[config.mk]
export PLATFORM = sky130hd
export DESIGN_NAME = lcd_text_ctrl
export DESIGN_NICKNAME = d
export VERILOG_FILES = /design/src/rtl/lcd_text_ctrl.sv
export SDC_FILE = /design/constraint.sdc
export NUM_CORES = 1
export LEC_CHECK = 0
export CAP_MARGIN = 25
export CORE_MARGIN = 3
export CORE_UTILIZATION = 63
export DETAILED_ROUTE_END_ITERATION = 8
export DONT_BUFFER_PORTS = 1
export HOLD_SLACK_MARGIN = 0.15
export PLACE_DENSITY = 0.83
export SYNTH_ARGS = -nofsm -noshare
export SYNTH_HDL_FRONTEND = slang
export SYNTH_SLANG_ARGS = --single-unit
[constraint.sdc]
create_clock -name Clock -period 5.45 [get_ports Clock]
set_clock_uncertainty 0.15 [all_clocks]
set_input_delay 1.635 -clock Clock [delete_from_list [all_inputs] [get_ports Clock]]
set_output_delay 1.635 -clock Clock [all_outputs]
set_load 0.05 [all_outputs]
[src/rtl/lcd_text_ctrl.sv]
// HD44780 4-bit character LCD controller: power-on init, byte FIFO, cursor tracking.
// Optional LCD_AUTOWRAP_EN: row wrap after the last column, and 0x0A acts as newline.
module lcd_text_ctrl #(
    parameter int CLK_MHZ    = 50,
    parameter int FIFO_DEPTH = 16,
    parameter int COLS       = 16,
    parameter int ROWS       = 2
) (
    input  logic                        Clock,
    input  logic                        Reset,
    input  logic                        in_valid,
    output logic                        in_ready,
    input  logic [7:0]                  in_data,
    input  logic                        in_cmd,
    output logic                        idle,
    output logic [$clog2(FIFO_DEPTH):0] fifo_count,
    output logic [5:0]                  cursor_col,
    output logic                        cursor_row,
    output logic                        LCD_E,
    output logic                        LCD_RS,
    output logic                        LCD_RW,
    output logic [3:0]                  SF_D,
    output logic                        SF_CE0
);
    localparam int AW = $clog2(FIFO_DEPTH);

    function automatic logic [31:0] cyc_of(input longint t_ns);
        longint v;
        v = (t_ns * longint'(CLK_MHZ) + longint'(999)) / longint'(1000);
        if (v < longint'(1)) v = longint'(1);
        return v[31:0];
    endfunction

    localparam logic [31:0] T_SU     = cyc_of(40);
    localparam logic [31:0] T_EH     = cyc_of(230);
    localparam logic [31:0] T_1US    = cyc_of(1000);
    localparam logic [31:0] T_40US   = cyc_of(40000);
    localparam logic [31:0] T_100US  = cyc_of(100000);
    localparam logic [31:0] T_4MS    = cyc_of(4100000);
    localparam logic [31:0] T_15MS   = cyc_of(15000000);
    localparam logic [31:0] T_164MS  = cyc_of(1640000);
    localparam logic [AW:0] FULL_CNT = (AW+1)'(FIFO_DEPTH);
    localparam logic [5:0]  LAST_COL = 6'(COLS - 1);

    // Power-on sequence as {nibble_only, value}; nibble-only steps send value[3:0].
    function automatic logic [8:0] init_job(input logic [3:0] idx);
        case (idx)
            4'd0, 4'd1, 4'd2: return 9'h103;
            4'd3:             return 9'h102;
            4'd4:             return 9'h028;
            4'd5:             return 9'h006;
            4'd6:             return 9'h00C;
            4'd7:             return 9'h001;
            default:          return 9'h080;
        endcase
    endfunction

    typedef enum logic [2:0] {ST_PWR, ST_SU, ST_EH, ST_WAIT, ST_IDLE} state_t;

    state_t        r_state, w_next;
    logic [31:0]   r_cnt, w_wait_len;
    logic [8:0]    r_mem [FIFO_DEPTH];
    logic [AW-1:0] r_wr_ptr, r_rd_ptr;
    logic [AW:0]   r_count;
    logic [7:0]    r_job_byte;
    logic          r_job_rs, r_job_nib, r_lo, r_init;
    logic [3:0]    r_init_idx;
    logic [5:0]    r_col;
    logic          r_row;
    logic          r_lcd_e, r_lcd_rs;
    logic [3:0]    r_sf_d;

    logic          w_push, w_pop, w_load, w_lo, w_done;
    logic [8:0]    w_head, w_init_job;
    logic [7:0]    w_ld_byte, w_wrap_addr;
    logic          w_ld_rs, w_ld_nib;
    logic [3:0]    w_ld_idx;

    assign in_ready    = (r_count < FULL_CNT);
    assign w_push      = in_valid && in_ready;
    assign w_head      = r_mem[r_rd_ptr];
    assign w_wrap_addr = (ROWS == 2 && !r_row) ? 8'hC0 : 8'h80;

    always_ff @(posedge Clock) begin
        if (w_push) r_mem[r_wr_ptr] <= {in_cmd, in_data};
    end

    always_ff @(posedge Clock) begin
        if (Reset) begin
            r_wr_ptr <= '0;
            r_rd_ptr <= '0;
            r_count  <= '0;
        end else begin
            if (w_push) r_wr_ptr <= r_wr_ptr + 1'b1;
            if (w_pop)  r_rd_ptr <= r_rd_ptr + 1'b1;
            case ({w_push, w_pop})
                2'b10:   r_count <= r_count + 1'b1;
                2'b01:   r_count <= r_count - 1'b1;
                default: ;
            endcase
        end
    end

    // Wait following the nibble just strobed.
    always_comb begin
        w_wait_len = T_40US;
        if (r_job_nib) begin
            if (r_init_idx == 4'd0)      w_wait_len = T_4MS;
            else if (r_init_idx == 4'd1) w_wait_len = T_100US;
        end else if (!r_lo) begin
            w_wait_len = T_1US;
        end else if (!r_job_rs && (r_job_byte == 8'h01 || r_job_byte == 8'h02)) begin
            w_wait_len = T_164MS;
        end
    end

    always_comb begin
        w_next     = r_state;
        w_pop      = 1'b0;
        w_load     = 1'b0;
        w_lo       = 1'b0;
        w_done     = 1'b0;
        w_ld_byte  = r_job_byte;
        w_ld_rs    = r_job_rs;
        w_ld_nib   = r_job_nib;
        w_ld_idx   = r_init_idx;
        w_init_job = init_job(r_init_idx + 4'd1);
        case (r_state)
            ST_PWR: begin
                if (r_cnt == T_15MS - 32'd1) begin
                    w_next   = ST_SU;
                    w_load   = 1'b1;
                    w_ld_idx = 4'd0;
                    w_ld_rs  = 1'b0;
                    {w_ld_nib, w_ld_byte} = init_job(4'd0);
                end
            end
            ST_SU:   if (r_cnt == T_SU - 32'd1) w_next = ST_EH;
            ST_EH:   if (r_cnt == T_EH - 32'd1) w_next = ST_WAIT;
            ST_WAIT: begin
                if (r_cnt == w_wait_len - 32'd1) begin
                    if (!r_job_nib && !r_lo) begin
                        w_next = ST_SU;
                        w_lo   = 1'b1;
                    end else begin
                        w_done = 1'b1;
                        if (r_init && r_init_idx != 4'd8) begin
                            w_next   = ST_SU;
                            w_load   = 1'b1;
                            w_ld_idx = r_init_idx + 4'd1;
                            w_ld_rs  = 1'b0;
                            {w_ld_nib, w_ld_byte} = w_init_job;
                        end
`ifdef LCD_AUTOWRAP_EN
                        else if (r_job_rs && r_col == LAST_COL) begin
                            w_next    = ST_SU;
                            w_load    = 1'b1;
                            w_ld_nib  = 1'b0;
                            w_ld_rs   = 1'b0;
                            w_ld_byte = w_wrap_addr;
                        end
`endif
                        else begin
                            w_next = ST_IDLE;
                        end
                    end
                end
            end
            ST_IDLE: begin
                if (r_count != '0) begin
                    w_pop     = 1'b1;
                    w_next    = ST_SU;
                    w_load    = 1'b1;
                    w_ld_nib  = 1'b0;
                    w_ld_rs   = !w_head[8];
                    w_ld_byte = w_head[7:0];
`ifdef LCD_AUTOWRAP_EN
                    // Newline is never written; it becomes a set-DDRAM to the next row start.
                    if (!w_head[8] && w_head[7:0] == 8'h0A) begin
                        w_ld_rs   = 1'b0;
                        w_ld_byte = w_wrap_addr;
                    end
`endif
                end
            end
            default: w_next = ST_PWR;
        endcase
    end

    always_ff @(posedge Clock) begin
        if (Reset) begin
            r_state    <= ST_PWR;
            r_cnt      <= '0;
            r_job_byte <= '0;
            r_job_rs   <= 1'b0;
            r_job_nib  <= 1'b0;
            r_lo       <= 1'b0;
            r_init     <= 1'b1;
            r_init_idx <= '0;
            r_col      <= '0;
            r_row      <= 1'b0;
            r_lcd_e    <= 1'b0;
            r_lcd_rs   <= 1'b0;
            r_sf_d     <= '0;
        end else begin
            r_state <= w_next;
            r_cnt   <= (w_next != r_state) ? '0 : r_cnt + 32'd1;
            r_lcd_e <= (w_next == ST_EH);
            if (w_load) begin
                r_job_byte <= w_ld_byte;
                r_job_rs   <= w_ld_rs;
                r_job_nib  <= w_ld_nib;
                r_init_idx <= w_ld_idx;
                r_lo       <= 1'b0;
                r_lcd_rs   <= w_ld_rs;
                r_sf_d     <= w_ld_nib ? w_ld_byte[3:0] : w_ld_byte[7:4];
            end else if (w_lo) begin
                r_lo   <= 1'b1;
                r_sf_d <= r_job_byte[3:0];
            end
            if (w_done && r_init_idx == 4'd8) r_init <= 1'b0;
            if (w_done && !r_job_nib) begin
                if (r_job_rs) begin
                    r_col <= r_col + 6'd1;
                end else if (r_job_byte == 8'h01 || r_job_byte == 8'h02) begin
                    r_col <= '0;
                    r_row <= 1'b0;
                end else if (r_job_byte[7]) begin
                    r_row <= r_job_byte[6];
                    r_col <= r_job_byte[5:0];
                end
            end
        end
    end

    assign idle       = (r_state == ST_IDLE) && (r_count == '0);
    assign fifo_count = r_count;
    assign cursor_col = r_col;
    assign cursor_row = r_row;
    assign LCD_E      = r_lcd_e;
    assign LCD_RS     = r_lcd_rs;
    assign LCD_RW     = 1'b0;
    assign SF_D       = r_sf_d;
    assign SF_CE0     = 1'b1;
endmodule
==> impl_metrics.tcl <==
set metrics [dict create \
    status "finished, final reports clean" \
    grt_max_degree 45 \
    die_h_um 132.2 \
    setup_violations 0 \
    power_mw 3.443 \
    antenna_found_initial 0 \
    gp_congestion 1.012 \
    async_reset_ff_share_pct 0 \
    hp-class "reg2reg" \
    power.switching_uw 711.0 \
    dp_slack_ps 863.3 \
    slew-limit-headroom_pct 31.82 \
    ant_nets 0 \
    cts.path.max_buffers 3 \
    layout.nets 826 \
    cts_setup_buffers 0 \
    ctsResizeCount 0 \
    cts-hold-fix-buffers 0 \
    synth_xor_area_share_pct 4.193 \
    final_common_cell "edfxtp_1" \
    synth_edf_count 144 \
    cp_max_fo 8 \
    synth.cell_area_um2 10030 \
    cts-root-buf "clkbuf_16" \
    io-pin-count 34 \
    synth_top_family_by_area "simple AND/OR/NAND/NOR gates" \
    cts_buffers 23 \
    min_period_ps 4673 \
    period_share_pct 85.74 \
    nFillCells 994 \
    crit_type "reg2reg" \
    place_inst 978 \
    internal-power_mw 2.732 \
    p_seq_share_pct 53.4 \
    h-tree-depth 1 \
    synth-compound-area-share_pct 6.053 \
    drv_slew 0 \
    crit_arrival_ps 4940 \
    synth_cell_type_count 66 \
    hold_violations 0 \
    die_w_um 132.2 \
    antennaDiodeCount 0 \
    syn_area_per_cell_um2 12.56 \
    ir_drop_mv 0.3460 \
    cp.required_ps 5720 \
    switching_share_pct 20.65 \
    grt_pass1_vias 6549 \
    cts_sinks 224 \
    start_util_pct 65.23 \
    drt_iter0_drc 780 \
    finalNonFillerCells 1020 \
    drc 0 \
    route.vias.total 6622 \
    p_leak_nw 3.593 \
    clk_latency_ps 530 \
    synthSimpleGateAreaFrac_pct 14.95 \
    rsz0062_at_grt "no" \
    clkPwrFrac_pct 44.6 \
    wl_per_cell_um 22.15 \
    core_um2 15370 \
    synthAdderAreaFrac_pct 2.571 \
    synth-seq-cells 224 \
    grt_pass1_wl_mm 35.91 \
    cts.clk_slew.worst_paths_ps 60 \
    dr.pass1.iters 6 \
    final_util_pct 71.45 \
    tightest_slew_ps 1019 \
    synth.yosys.seq_area_share_pct 59.10 \
    cts_tree "yes" \
    fin_area_um2 10980 \
    comb_power_share_pct 2.0 \
    setup_slack_ps 776.9 \
    portBuffers 0 \
    crit_path_end_kind "flop" \
    ys_warn_count 0 \
    final_cell_mix "edfxtp_1 (144), nor2_1 (106), dfxtp_1 (79)" \
    cap_violations 0 \
    fmaxAchievable_mhz 214.0 \
    wirelength_mm 22.59 \
    holdWs_ps 330.2 \
    dp_hpwl_mm 15.02 \
    postSynthCellCount 798 \
    ys.flop_type "edfxtp_1" \
    fp.dieArea_um2 17460 \
    track_usage_pct 26.16 \
    syn2layout_area_growth_pct 9.547 \
    synthMuxAreaShare_pct 10.53 \
    grt-ovfl-total 0 \
    placed_cell_area_um2 10210 \
    viasPerCell 6.492 \
    drive_gt1_share_pct 13.35 \
    worstSetupStartpointType "flop" \
    tns_ps 0 \
    pwr_density_cell_nw_per_um2 313.4 \
    rows 45 \
]
## layout make-up
type	count	area (µm²)	area share [%]
sequential	224	5927	53.96
multi-input combinational	512	3862	35.17
clock buffer	27	590.6	5.377
tap	211	264.0	2.404
clock inverter	13	146.4	1.333
timing repair buffer	13	117.6	1.071
inverter	20	75.07	0.6835
## state kept, by name, indices dropped and copies added, names as in the netlist, named ones only
register    count
LCD_E           1
LCD_RS          1
SF_D            4
cursor_col      6
cursor_row      1
fifo_count      5
r_cnt          32
r_init          1
r_init_idx      4
r_job_byte      8
r_job_nib       1
r_lo            1
r_mem         144
r_rd_ptr        4
r_state         3
r_wr_ptr        4
## path summary, 6_finish.rpt
kind / startpoint / to / slack (ps) / cells past startpoint
worst max-delay path: r_init_idx[0] / cursor_col[2] / 780 / 13
worst min register to register: r_job_byte[5] / r_job_byte[5] / 330 / 2
worst min-delay path: r_job_byte[5] / r_job_byte[5] / 330 / 2
worst max register to register: r_init_idx[0] / cursor_col[2] / 780 / 13
## routing by layer
layer  vias to the layer above  GRT usage [%]  routed length, µm
met2                       301          46.32              11750
met3                        72          4.847               1421
li1                       2968              -                  -
met5                         -              0                  0
met4                         0          9.743                970
met1                      3281          32.16               8445
## cells in the mapped netlist (all sizes together) (3+ instances only)
cell type | count | area, µm²
clkbuf | 35 | 131.4
a22oi | 3 | 22.52
ha | 19 | 237.7
inv | 20 | 75.07
o21ai | 20 | 103.9
a311oi | 6 | 52.55
edfxtp | 144 | 4324
a211oi | 5 | 37.54
nand4 | 15 | 93.84
nand2b | 4 | 25.02
and3 | 10 | 62.56
and2 | 4 | 25.02
or2 | 6 | 37.54
buf | 8 | 46.28
or3 | 7 | 43.79
mux2i | 11 | 110.1
nand3 | 22 | 110.1
nor4 | 11 | 108.9
or4 | 14 | 112.6
nor3 | 26 | 130.1
xor2 | 29 | 254.0
mux4 | 42 | 945.9
dfxtp | 80 | 1602
a21oi | 31 | 155.2
xnor2 | 19 | 166.4
nor2b | 5 | 31.28
nand2 | 51 | 191.4
nor2 | 106 | 397.9
nor3b | 4 | 30.03
## cells by family (layout without fill, tap and decap cells)
logic type,after synthesis,after routing
AND/OR/NAND/NOR,296,296
AO/OA/AOI/OAI,92,92
flip-flops,224,224
buffers and inverters,63,73
adder cells (fa/ha/maj),20,20
XOR/XNOR,48,48
multiplexers,53,53
other,2,3
## power groups by stage
stage	clock (mW)	sequential, mW	combinational [mW]
after floorplan	0	1.87	0.0557
after global placement	0	1.87	0.0644
after detailed placement	0	1.87	0.0686
after CTS	1.55	1.84	0.0695
after global routing	1.62	1.84	0.0763
final	1.54	1.84	0.0691
## worst max-delay path, stage by stage, from the launching register on
cell      delay, ps
dfxtp_1         400
inv_1           160
ha_1            320
nor4bb_1        820
a21oi_1          90
ha_1            330
xnor2_1         110
o211a_1         150
nand4b_1        120
or4_4           560
or4_4           550
nor4_4          400
o21ai_1         130
a32o_1          270
Note: power is estimated with default switching activity, not from simulation.
